--- config.mk ---
export PLATFORM = sky130hd
export DESIGN_NAME = spi_target_responder_flat
export DESIGN_NICKNAME = d
export VERILOG_FILES = /design/src/rtl/spi_target_responder_if.sv /design/src/rtl/spi_target_responder.sv /design/src/flat_wrapper.sv
export SDC_FILE = /design/constraint.sdc
export NUM_CORES = 1
export LEC_CHECK = 0
export BUFFER_PORTS_ARGS = -buffer_cell sky130_fd_sc_hd__buf_4
export CORE_ASPECT_RATIO = 1.75
export CORE_MARGIN = 2
export CORE_UTILIZATION = 39
export DETAILED_ROUTE_END_ITERATION = 8
export GPL_ROUTABILITY_DRIVEN = 0
export GPL_TIMING_DRIVEN = 1
export PLACE_DENSITY = 0.66
export SKIP_CTS_REPAIR_TIMING = 1
export SYNTH_ARGS = -nofsm -noshare
export SYNTH_HDL_FRONTEND = slang
export SYNTH_SLANG_ARGS = --single-unit
--- constraint.sdc ---
create_clock -name PCLK -period 3 [get_ports PCLK]
set_clock_uncertainty 0.15 [all_clocks]
set_input_delay 0.15 -clock PCLK [delete_from_list [all_inputs] [get_ports PCLK]]
set_output_delay 0.15 -clock PCLK [all_outputs]
set_load 0.02 [all_outputs]
--- src/rtl/spi_target_responder_if.sv ---
// Pin-level SPI link plus the local reply/receive/status signals of the target responder.
// "master" is the side driving the SPI pins and the local controls; "slave" is the responder.
interface spi_target_responder_if #(
   parameter int DATA_W = 16
);
   logic              spi_clk;
   logic              spi_cs_l;
   logic              spi_data;
   logic              master_data;
   logic [DATA_W-1:0] tx_word;
   logic              tx_load;
   logic [DATA_W-1:0] rx_word;
   logic              rx_valid;
   logic              busy;
   logic [7:0]        frame_cnt;
   logic              err_short;
   logic              err_over;
   logic              err_clr;

   modport master (
      output spi_clk, spi_cs_l, spi_data, tx_word, tx_load, err_clr,
      input  master_data, rx_word, rx_valid, busy, frame_cnt, err_short, err_over
   );

   modport slave (
      input  spi_clk, spi_cs_l, spi_data, tx_word, tx_load, err_clr,
      output master_data, rx_word, rx_valid, busy, frame_cnt, err_short, err_over
   );
endinterface

--- src/rtl/spi_target_responder.sv ---
// Mode-0 SPI target: oversamples SCLK/CS/MOSI on PCLK, assembles DATA_W-bit MSB-first frames
// and shifts a reply word out on MISO. Reply defaults to an echo of the previous frame.
module spi_target_responder #(
   parameter int DATA_W = 16,
   parameter bit ECHO   = 1'b1
) (
   input logic                     PCLK,
   input logic                     PRESETn,
   spi_target_responder_if.slave   bus
);
   localparam int CNT_W = $clog2(DATA_W + 1);

   typedef enum logic [1:0] {
      WAIT_IDLE = 2'd0,
      IDLE      = 2'd1,
      SHIFT     = 2'd2,
      DONE      = 2'd3
   } state_t;

   state_t state_q, state_d;

   logic [1:0] sclk_sync_q;
   logic [1:0] cs_sync_q;
   logic [1:0] mosi_sync_q;
   logic       sclk_hist_q;
   logic       cs_hist_q;

   logic sclk_s, cs_s, mosi_s;
   logic sclk_rise, sclk_fall, cs_rise, cs_fall;

   logic [DATA_W-1:0] shift_out_q, shift_out_d;
   logic [DATA_W-1:0] rx_shift_q, rx_shift_d;
   logic [DATA_W-1:0] tx_buf_q, tx_buf_d;
   logic [DATA_W-1:0] rx_word_q, rx_word_d;
   logic [CNT_W-1:0]  bit_cnt_q, bit_cnt_d;
   logic [7:0]        frame_cnt_q, frame_cnt_d;
   logic              valid_pend_q;
   logic              rx_valid_q;
   logic              busy_q, busy_d;
   logic              master_data_q, master_data_d;
   logic              err_short_q, err_short_d;
   logic              err_over_q, err_over_d;

   logic [DATA_W-1:0] assembled;
   logic              last_bit;
   logic              start_frame, rx_bit, tx_bit, complete, short_evt, over_evt;

   // Synchronizers reset low so a reset released with CS held low is seen as "not idle".
   always_ff @(posedge PCLK) begin
      if (!PRESETn) begin
         sclk_sync_q <= '0;
         cs_sync_q   <= '0;
         mosi_sync_q <= '0;
         sclk_hist_q <= 1'b0;
         cs_hist_q   <= 1'b0;
      end else begin
         sclk_sync_q <= {sclk_sync_q[0], bus.spi_clk};
         cs_sync_q   <= {cs_sync_q[0], bus.spi_cs_l};
         mosi_sync_q <= {mosi_sync_q[0], bus.spi_data};
         sclk_hist_q <= sclk_sync_q[1];
         cs_hist_q   <= cs_sync_q[1];
      end
   end

   assign sclk_s    = sclk_sync_q[1];
   assign cs_s      = cs_sync_q[1];
   assign mosi_s    = mosi_sync_q[1];
   assign sclk_rise = sclk_s & ~sclk_hist_q;
   assign sclk_fall = ~sclk_s & sclk_hist_q;
   assign cs_rise   = cs_s & ~cs_hist_q;
   assign cs_fall   = ~cs_s & cs_hist_q;

   assign last_bit  = (bit_cnt_q == CNT_W'(DATA_W - 1));
   assign assembled = {rx_shift_q[DATA_W-2:0], mosi_s};

   always_ff @(posedge PCLK) begin
      if (!PRESETn) begin
         state_q <= WAIT_IDLE;
      end else begin
         state_q <= state_d;
      end
   end

   always_comb begin
      state_d = state_q;
      unique case (state_q)
         WAIT_IDLE: if (cs_s) state_d = IDLE;
         IDLE:      if (cs_fall) state_d = SHIFT;
         SHIFT: begin
            if (cs_rise) begin
               state_d = IDLE;
            end else if (sclk_rise && last_bit) begin
               state_d = DONE;
            end
         end
         DONE:      if (cs_rise) state_d = IDLE;
         default:   state_d = WAIT_IDLE;
      endcase
   end

   // CS rising edge outranks any SCLK edge detected in the same cycle.
   always_comb begin
      start_frame = 1'b0;
      rx_bit      = 1'b0;
      tx_bit      = 1'b0;
      complete    = 1'b0;
      short_evt   = 1'b0;
      over_evt    = 1'b0;
      unique case (state_q)
         IDLE: start_frame = cs_fall;
         SHIFT: begin
            if (cs_rise) begin
               short_evt = 1'b1;
            end else begin
               rx_bit   = sclk_rise;
               tx_bit   = sclk_fall;
               complete = sclk_rise & last_bit;
            end
         end
         DONE: over_evt = sclk_rise & ~cs_rise;
         default: ;
      endcase
   end

   always_comb begin
      shift_out_d = shift_out_q;
      rx_shift_d  = rx_shift_q;
      bit_cnt_d   = bit_cnt_q;
      tx_buf_d    = tx_buf_q;
      rx_word_d   = rx_word_q;
      frame_cnt_d = frame_cnt_q;

      if (start_frame) begin
         shift_out_d = bus.tx_load ? bus.tx_word : tx_buf_q;
         bit_cnt_d   = '0;
      end else if (tx_bit) begin
         shift_out_d = {shift_out_q[DATA_W-2:0], 1'b0};
      end

      if (rx_bit) begin
         rx_shift_d = assembled;
         bit_cnt_d  = bit_cnt_q + 1'b1;
      end

      if (complete) begin
         rx_word_d   = assembled;
         frame_cnt_d = frame_cnt_q + 8'd1;
      end

      // An explicit load always beats the echo of the word just received.
      if (bus.tx_load) begin
         tx_buf_d = bus.tx_word;
      end else if (complete && ECHO) begin
         tx_buf_d = assembled;
      end
   end

   always_comb begin
      busy_d        = (state_d == SHIFT) || (state_d == DONE);
      master_data_d = ((state_q == SHIFT) || (state_q == DONE)) ? shift_out_q[DATA_W-1] : 1'b0;
      err_short_d   = short_evt | (err_short_q & ~bus.err_clr);
      err_over_d    = over_evt  | (err_over_q  & ~bus.err_clr);
   end

   always_ff @(posedge PCLK) begin
      if (!PRESETn) begin
         shift_out_q   <= '0;
         rx_shift_q    <= '0;
         bit_cnt_q     <= '0;
         tx_buf_q      <= '0;
         rx_word_q     <= '0;
         frame_cnt_q   <= '0;
         valid_pend_q  <= 1'b0;
         rx_valid_q    <= 1'b0;
         busy_q        <= 1'b0;
         master_data_q <= 1'b0;
         err_short_q   <= 1'b0;
         err_over_q    <= 1'b0;
      end else begin
         shift_out_q   <= shift_out_d;
         rx_shift_q    <= rx_shift_d;
         bit_cnt_q     <= bit_cnt_d;
         tx_buf_q      <= tx_buf_d;
         rx_word_q     <= rx_word_d;
         frame_cnt_q   <= frame_cnt_d;
         valid_pend_q  <= complete;
         rx_valid_q    <= valid_pend_q;
         busy_q        <= busy_d;
         master_data_q <= master_data_d;
         err_short_q   <= err_short_d;
         err_over_q    <= err_over_d;
      end
   end

   assign bus.master_data = master_data_q;
   assign bus.rx_word     = rx_word_q;
   assign bus.rx_valid    = rx_valid_q;
   assign bus.busy        = busy_q;
   assign bus.frame_cnt   = frame_cnt_q;
   assign bus.err_short   = err_short_q;
   assign bus.err_over    = err_over_q;
endmodule
--- src/flat_wrapper.sv ---
// flat-port wrapper written by rule: the top's interface ports become plain ports
module spi_target_responder_flat 
#(
   parameter int DATA_W = 16,
   parameter bit ECHO   = 1'b1
)
  (PCLK, PRESETn, bus_spi_clk, bus_spi_cs_l, bus_spi_data, bus_tx_word, bus_tx_load, bus_err_clr, bus_master_data, bus_rx_word, bus_rx_valid, bus_busy, bus_frame_cnt, bus_err_short, bus_err_over);
  spi_target_responder_if #(.DATA_W(DATA_W)) bus_i ();
  input logic PCLK;
  input logic PRESETn;
  input wire logic [$bits(bus_i.spi_clk)-1:0] bus_spi_clk;
  input wire logic [$bits(bus_i.spi_cs_l)-1:0] bus_spi_cs_l;
  input wire logic [$bits(bus_i.spi_data)-1:0] bus_spi_data;
  input wire logic [$bits(bus_i.tx_word)-1:0] bus_tx_word;
  input wire logic [$bits(bus_i.tx_load)-1:0] bus_tx_load;
  input wire logic [$bits(bus_i.err_clr)-1:0] bus_err_clr;
  output wire logic [$bits(bus_i.master_data)-1:0] bus_master_data;
  output wire logic [$bits(bus_i.rx_word)-1:0] bus_rx_word;
  output wire logic [$bits(bus_i.rx_valid)-1:0] bus_rx_valid;
  output wire logic [$bits(bus_i.busy)-1:0] bus_busy;
  output wire logic [$bits(bus_i.frame_cnt)-1:0] bus_frame_cnt;
  output wire logic [$bits(bus_i.err_short)-1:0] bus_err_short;
  output wire logic [$bits(bus_i.err_over)-1:0] bus_err_over;
  assign bus_i.spi_clk = bus_spi_clk;
  assign bus_i.spi_cs_l = bus_spi_cs_l;
  assign bus_i.spi_data = bus_spi_data;
  assign bus_i.tx_word = bus_tx_word;
  assign bus_i.tx_load = bus_tx_load;
  assign bus_i.err_clr = bus_err_clr;
  assign bus_master_data = bus_i.master_data;
  assign bus_rx_word = bus_i.rx_word;
  assign bus_rx_valid = bus_i.rx_valid;
  assign bus_busy = bus_i.busy;
  assign bus_frame_cnt = bus_i.frame_cnt;
  assign bus_err_short = bus_i.err_short;
  assign bus_err_over = bus_i.err_over;
  spi_target_responder #(.DATA_W(DATA_W), .ECHO(ECHO)) u_core (.PCLK(PCLK), .PRESETn(PRESETn), .bus(bus_i));
endmodule
==> results of run 1 <==
## Yosys cell counts, drive strengths merged (6+ instances only)
| library cell | count |
|---|---|
| nand2 | 112 |
| dfxtp | 92 |
| a21oi | 69 |
| nor2 | 22 |
| nand2b | 20 |
| clkbuf | 18 |
| o21ai | 17 |
| buf | 14 |
| o2111a | 11 |
| and2 | 10 |
| nand3 | 9 |
| nor2b | 6 |
## area by class of cell
cell class                      count  area (um^2)
Fill cell                         928         4880
Sequential cell                    92         1840
Multi-Input combinational cell    326         1750
Timing Repair Buffer               61          470
Clock buffer                       10          239
Tap cell                          122          153
Clock inverter                      6         62.6
Inverter                            3         11.3
## flip-flops by register name, indices dropped and copies added, names as in the netlist, 2 cells and up
register / cells
u_core.state_q: 2
u_core.bus.frame_cnt: 8
u_core.rx_shift_q: 15
u_core.mosi_sync_q: 2
u_core.sclk_sync_q: 2
u_core.cs_sync_q: 2
u_core.bit_cnt_q: 5
u_core.bus.rx_word: 16
u_core.shift_out_q: 16
u_core.tx_buf_q: 16
## metrics by stage
stage	cells	utilization [%]	hold slack, ps
2_1_floorplan	453	-	127
3_3_place_gp	599	44.4	219
3_5_place_dp	599	44.4	218
4_1_cts	615	47.6	-136
5_1_grt	620	48.1	4.67
6_report	620	48.1	-23.1
## worst max-delay path: stages (launching register included)
cell	delay (ps)
dfxtp_1	370
ha_1	190
and3_1	170
ha_1	170
and3b_1	220
nand3_1	220
or4_1	560
a21oi_1	150
## metal layers
| metal | vias to the layer above | global-route usage [%] | routed length [um] |
|---|---|---|---|
| met5 | - | 0 | 0 |
| met4 | 0 | 8.38 | 197 |
| met3 | 13 | 3.63 | 408 |
| met2 | 84 | 26.9 | 4260 |
| met1 | 1517 | 23.5 | 3910 |
| li1 | 1619 | - | - |
## path summary, 6_finish.rpt
check / startpoint / to / depth (start not counted)
hold reg to reg: u_core.sclk_sync_q[0] / u_core.sclk_sync_q[1] / 1
hold / removal: bus_tx_word[15] / u_core.tx_buf_q[15] / 3
setup reg to reg: u_core.bit_cnt_q[0] / u_core.bus.frame_cnt[5] / 7
setup / recovery: u_core.bit_cnt_q[0] / u_core.bus.frame_cnt[5] / 7
## where the power goes
| group | total [mW] | switching, mW | internal [mW] |
|---|---|---|---|
| sequential | 1.26 | 0.0118 | 1.24 |
| clock | 1.14 | 0.467 | 0.668 |
| combinational | 0.120 | 0.0642 | 0.0559 |
| total | 2.51 | 0.543 | 1.97 |
## cell families (layout without fill, tap and decap cells)
| family | after synthesis | in the layout | synth area share (%) |
|---|---|---|---|
| AND/OR/NAND/NOR | 203 | 203 | 26.0 |
| AO/OA/AOI/OAI | 114 | 114 | 18.1 |
| flip-flops | 92 | 92 | 48.9 |
| buffers and inverters | 35 | 80 | 4.65 |
| XOR/XNOR | 5 | 5 | 1.16 |
| adder cells (fa/ha/maj) | 3 | 3 | 0.996 |
| multiplexers | 1 | 1 | 0.266 |
==> qor.json, run 1 <==
{
  "global_route": {
    "grt_max_degree": 49,
    "globalRouteOverflowTotal": 0,
    "gr-usage-all-layers_pct": 17.5,
    "wire_length_of_the_first_global_routing_pass_mm": 14.5,
    "grt_antenna_before_repair": 0,
    "grt_pass1_vias": 2985
  },
  "worst_setup_path": {
    "setup.worst_path.class": "reg -> reg",
    "ff2ff_setup_slack_ps": 700,
    "crit_fanout": 6,
    "cp.required_ps": 3100,
    "worst_setup_path_end_kind": "flop",
    "crit_path_start_kind": "flop",
    "critical_path_arrival_ps": 2400
  },
  "detailed_routing": {
    "wire_per_inst_um": 14.2,
    "count_of_antenna_violating_nets_left_after_detailed_routing": 0,
    "initialDrtViolationCount": 228,
    "firstDrtPassIters": 4,
    "drt_drc_violations_left": 0,
    "vias": 3233,
    "route.detailed.vias_per_inst": 5.21,
    "totalWireLength_mm": 8.78
  },
  "die": {
    "core-area_mm2": 0.00941,
    "fp.dieArea_mm2": 0.0105,
    "height_of_the_die_um": 134,
    "die_w_um": 78.3,
    "num_rows": 47,
    "floorplan.initialDensity_pct": 40.1,
    "pin_count": 52
  },
  "cts": {
    "numCtsBuffers": 9,
    "cts_tree": "yes",
    "clk_transition_reported_paths_ps": 60,
    "htree_num_levels": 3,
    "cts_max_path_buffers": 2,
    "insertion_delay_ps": 340,
    "clock_tree.root_cell": "clkbuf_16",
    "number_of_clock_sinks": 92
  },
  "final_layout": {
    "final_common_cell": "nand2_1",
    "drive_gt1_share_pct": 16.7,
    "layout_common_cells": "106 x nand2_1, 92 x dfxtp_1, 69 x a21oi_1",
    "fin_area_mm2": 0.00453,
    "finish.net_count": 519,
    "num_antenna_cells": 0,
    "area_added_between_synthesis_and_finish_pct": 20.2
  },
  "hold_path": {
    "hold_path.class": "in -> reg"
  },
  "status": {
    "violations": "hold timing",
    "run_status": "finished with violations"
  },
  "yosys": {
    "synth.distinct_cells": 46,
    "synth.area.top_cells": "dfxtp_1 49%, nand2_1 11%, a21oi_1 9.2%, o2111a_1 3.3%, nand2b_1 3.2%",
    "yosysWarnings": 0,
    "synth-seq-cells": 92,
    "synth_largest_area_cell": "dfxtp_1",
    "ys_seq_area_share_pct": 48.9,
    "synth_area_mm2": 0.00377,
    "area_share_of_the_leading_cell_type_in_the_synthesized_netlist_pct": 48.9,
    "postSynthNetCount": 479,
    "synth_enable_flop_cells": 0,
    "synthFlopType": "dfxtp_1",
    "ys_async_sr_fraction_pct": 0,
    "synthCells": 453,
    "syn-mean-instance-area_um2": 8.32
  },
  "place": {
    "dp_slack_ps": 743,
    "post_dp_cell_area_mm2": 0.00418,
    "io_buffer_count": 51,
    "detailedPlacementHpwl_mm": 6.13
  },
  "sta": {
    "worst_hold_slack_ps": -23.1,
    "finalHoldViolCount": 1,
    "layout_min_cycle_time_ps": 2300,
    "setup-violations-final": 0,
    "max_fclk_mhz": 435,
    "report.final.slew_viol_count": 0,
    "final.setup.tns_ps": 0,
    "max_slew.worst_pin.slew_ps": 1220,
    "max-slew-margin-rel_pct": 18.6,
    "unrepaired_setup_endpoints_after_global_routing": "false",
    "final_critical_path_setup_slack_ps": 701,
    "timing.final.crit_share_pct": 76.6
  },
  "power": {
    "fin_total_pwr_mw": 2.51,
    "cellPowerDensity_mw_per_mm2": 554,
    "ir_drop_mv": 0.369,
    "p_leak_nw": 1.75
  },
  "run": {
    "timing.max_cap.violations": 0
  }
}
No activity file was read; power rests on OpenSTA's default activity.
==> run 2: changes to the inputs <==
- clock period: 3 -> 2.3 ns (I/O delays scaled with it)
==> run 2 against run 1 <==
Effect of this change:
- the flow still finishes with violations (hold timing)
- combinational power is 30% higher
- sequential power up 30%
- die area is the same
- critical path depth unchanged
- global-route usage down 1.0 points
- non-clock buffer count rose by 5
- routed wire length down 3.5%
- via count decreased by 0.99%
- utilization up 1.1 points
- maximum frequency up 5.4%
==> qor.json, run 2 (synthesized netlist as in run 1, its figures left out) <==
{
  "cts": {
    "insertion_delay": {"value": 340, "unit": "ps", "change": "about the same"},
    "cts_tree": "yes",
    "clk_transition_reported_paths": {"value": 60, "unit": "ps", "change": "about the same"},
    "numCtsBuffers": {"value": 9, "change": "unchanged"},
    "htree_num_levels": {"value": 3, "change": "unchanged"},
    "clock_tree.root_cell": "clkbuf_16",
    "number_of_clock_sinks": {"value": 92, "change": "unchanged"},
    "cts_max_path_buffers": {"value": 2, "change": "unchanged"}
  },
  "worst_setup_path": {
    "ff2ff_setup_slack": {"value": 120, "unit": "ps", "change": "-580 ps"},
    "path_common_cell": "ha_1",
    "critPathSlowestCell": "or4_1",
    "crit_path_start": "u_core.bit_cnt_q[1]",
    "worst_path_largest_cell_delay": {"value": 530, "unit": "ps", "change": "-30 ps"},
    "worstRegToRegCells": {"value": 7, "change": "unchanged"},
    "timing.rr.start": "u_core.bit_cnt_q[1]",
    "crit_path_start_kind": "flop",
    "setup.worst_path.class": "reg -> reg",
    "critical_path_arrival": {"value": 2300, "unit": "ps", "change": "-100 ps"},
    "crit_fanout": {"value": 6, "change": "unchanged"},
    "timing.critical_path.cells": "ha_1, and3_1, ha_1, and3b_1, nand3_2, or4_1, a21oi_1",
    "worst_setup_path_end_kind": "flop",
    "cp.required": {"value": 2420, "unit": "ps", "change": "-680 ps"},
    "worst_setup_path_endpoint": "u_core.bus.frame_cnt[5]",
    "worstReg2RegEnd": "u_core.bus.frame_cnt[5]"
  },
  "power": {
    "proportion_of_power_drawn_by_flip_flops_and_latches": {"value": 46.9, "unit": "%", "change": "-3.1 points"},
    "internal_power": {"value": 2.76, "unit": "mW", "change": "+41%"},
    "p_leak": {"value": 1.80, "unit": "nW", "change": "+2.5%"},
    "switching_share": {"value": 20.8, "unit": "%", "change": "-0.80 points"},
    "clock_power_share": {"value": 48.7, "unit": "%", "change": "+3.5 points"},
    "ir_drop": {"value": 0.511, "unit": "mV", "change": "+38%"},
    "power_frac_comb": {"value": 4.5, "unit": "%", "change": "-0.3 points"},
    "cellPowerDensity": {"value": 754, "unit": "mW/mm^2", "change": "+36%"},
    "fin_total_pwr": {"value": 3.49, "unit": "mW", "change": "+39%"},
    "netSwitchingPower": {"value": 0.728, "unit": "mW", "change": "+34%"}
  },
  "global_route": {
    "globalRouteOverflowTotal": {"value": 0, "change": "unchanged"},
    "met2_track_demand_over_resource_in_global_routing": {"value": 26.5, "unit": "%", "change": "-0.38 points"},
    "met1_routing_resource_usage_after_global_routing": {"value": 20.4, "unit": "%", "change": "-3.2 points"},
    "grt_antenna_before_repair": {"value": 0, "change": "unchanged"},
    "gr-usage-all-layers": {"value": 16.5, "unit": "%", "change": "-1.0 points"},
    "met3_demand_to_capacity_share_in_global_routing": {"value": 4.78, "unit": "%", "change": "+1.1 points"},
    "wire_length_of_the_first_global_routing_pass": {"value": 13.8, "unit": "mm", "change": "-5.2%"},
    "grt-busiest-layer": "met2",
    "grt_max_degree": {"value": 49, "change": "unchanged"},
    "grt_pass1_vias": {"value": 2894, "change": "-3.0%"}
  },
  "place": {
    "post_dp_cell_area": {"value": 0.00421, "unit": "mm^2", "change": "+0.72%"},
    "detailedPlacementHpwl": {"value": 5.83, "unit": "mm", "change": "-4.9%"},
    "placed_cells_incl_taps": {"value": 603, "change": "+0.67%"},
    "io_buffer_count": {"value": 51, "change": "unchanged"}
  },
  "sta": {
    "layout_min_cycle_time": {"value": 2180, "unit": "ps", "change": "-117 ps"},
    "finalHoldViolCount": {"value": 5, "change": "+4"},
    "max-slew-margin-rel": {"value": 52.1, "unit": "%", "change": "+34 points"},
    "timing.final.crit_share": {"value": 94.9, "unit": "%", "change": "+18 points"},
    "unrepaired_setup_endpoints_after_global_routing": "false",
    "setup-violations-final": {"value": 0, "change": "unchanged"},
    "max_fclk": {"value": 458, "unit": "MHz", "change": "+5.4%"},
    "report.final.slew_viol_count": {"value": 0, "change": "unchanged"},
    "final.setup.tns": {"value": 0, "unit": "ps", "change": "unchanged"},
    "max_slew.worst_pin.slew": {"value": 717, "unit": "ps", "change": "-502 ps"},
    "worst_hold_slack": {"value": -5.58, "unit": "ps", "change": "+17.5 ps"}
  },
  "final_layout": {
    "layout_common_cells": "106 x nand2_1, 91 x dfxtp_1, 69 x a21oi_1",
    "finish.cell_count_without_fillers": {"value": 625, "change": "+0.81%"},
    "final_common_cell": "nand2_1",
    "drive_gt1_share": {"value": 17.7, "unit": "%", "change": "+1.0 points"},
    "num_antenna_cells": {"value": 0, "change": "unchanged"},
    "final_util": {"value": 49.2, "unit": "%", "change": "+1.1 points"},
    "area_added_between_synthesis_and_finish_pct": 22.8,
    "finish.net_count": {"value": 524, "change": "+0.96%"},
    "fillCellCount": {"value": 920, "change": "-0.86%"},
    "fin_area": {"value": 0.00463, "unit": "mm^2", "change": "+2.2%"}
  },
  "detailed_routing": {
    "wire_per_inst": {"value": 13.6, "unit": "um", "change": "-4.2%"},
    "vias": {"value": 3201, "change": "-0.99%"},
    "firstDrtPassIters": {"value": 5, "change": "+1"},
    "drt_drc_violations_left": {"value": 0, "change": "unchanged"},
    "totalWireLength": {"value": 8.47, "unit": "mm", "change": "-3.5%"},
    "count_of_antenna_violating_nets_left_after_detailed_routing": {"value": 0, "change": "unchanged"},
    "route.detailed.vias_per_inst": {"value": 5.12, "change": "-1.8%"},
    "initialDrtViolationCount": {"value": 177, "change": "-22%"}
  },
  "hold_path": {
    "hold_path.class": "in -> reg"
  },
  "die": {
    "core-area": {"value": 0.00941, "unit": "mm^2", "change": "unchanged"},
    "fp.dieArea": {"value": 0.0105, "unit": "mm^2", "change": "unchanged"},
    "num_rows": {"value": 47, "change": "unchanged"},
    "pin_count": {"value": 52, "change": "unchanged"},
    "die_w": {"value": 78.3, "unit": "um", "change": "unchanged"},
    "height_of_the_die": {"value": 134, "unit": "um", "change": "unchanged"},
    "floorplan.initialDensity": {"value": 40.1, "unit": "%", "change": "unchanged"}
  },
  "status": {
    "run_status": "finished with violations",
    "violations": "hold timing"
  },
  "run": {
    "timing.max_cap.violations": {"value": 0, "change": "unchanged"}
  }
}
-- run 2: cell count changes in the layout (fill, tap and decap cells not counted), sizes merged --
cell,change
buf,+4
bufinv,+2
clkbuf,-1
dlygate4sd3,+1
inv,-1
-- run 2: per-stage QoR --
stage	setup WS, ps	hold WS [ps]
after floorplan	284	92.3
after global placement	157	184
after detailed placement	63.2	184
after CTS	39.3	-170
after global routing	3.13	1.25
final	118	-5.58
-- run 2: layout make-up --
type | instances | area, um^2 | share of cell area, %
Tap cell | 122 | 153 | 3.30
Clock buffer | 9 | 225 | 4.87
Multi-Input combinational cell | 326 | 1760 | 38.0
Clock inverter | 7 | 125 | 2.70
Inverter | 3 | 11.3 | 0.243
Sequential cell | 92 | 1840 | 39.8
Timing Repair Buffer | 66 | 514 | 11.1
-- run 2: per-layer routing --
metal	share of wire [%]	wire, um
met1	45	3770
met2	49	4180
met3	3.9	327
met4	2.3	191
met5	0	0
-- run 2: how the worst min path moves through the flow --
stage                    start                     to  slack, ps  depth (start not counted)
5_1_grt         bus_tx_word[2]     u_core.tx_buf_q[2]          1                          4
6_report       bus_tx_word[10]    u_core.tx_buf_q[10]         -6                          4
3_5_place_dp       bus_spi_clk  u_core.sclk_sync_q[0]        180                          2
3_3_place_gp       bus_spi_clk  u_core.sclk_sync_q[0]        180                          2
4_1_cts            bus_spi_clk  u_core.sclk_sync_q[0]       -170                          2
2_1_floorplan     bus_spi_cs_l    u_core.cs_sync_q[0]         90                          1
-- run 2: critical path, delay by kind of cell, from the launching register on --
family | cells | cell delay, ps
AO/OA/AOI/OAI | 1 | 150
adder cells (fa/ha/maj) | 2 | 370
flip-flops | 1 | 360
AND/OR/NAND/NOR | 4 | 1080
-- run 2: power by group through the flow --
| stage | clock [mW] | sequential, mW | combinational [mW] |
|---|---|---|---|
| after floorplan | 0 | 1.67 | 0.0984 |
| after global placement | 0 | 1.67 | 0.145 |
| after detailed placement | 0 | 1.67 | 0.148 |
| after CTS | 1.72 | 1.64 | 0.148 |
| after global routing | 1.78 | 1.64 | 0.175 |
| final | 1.70 | 1.64 | 0.156 |
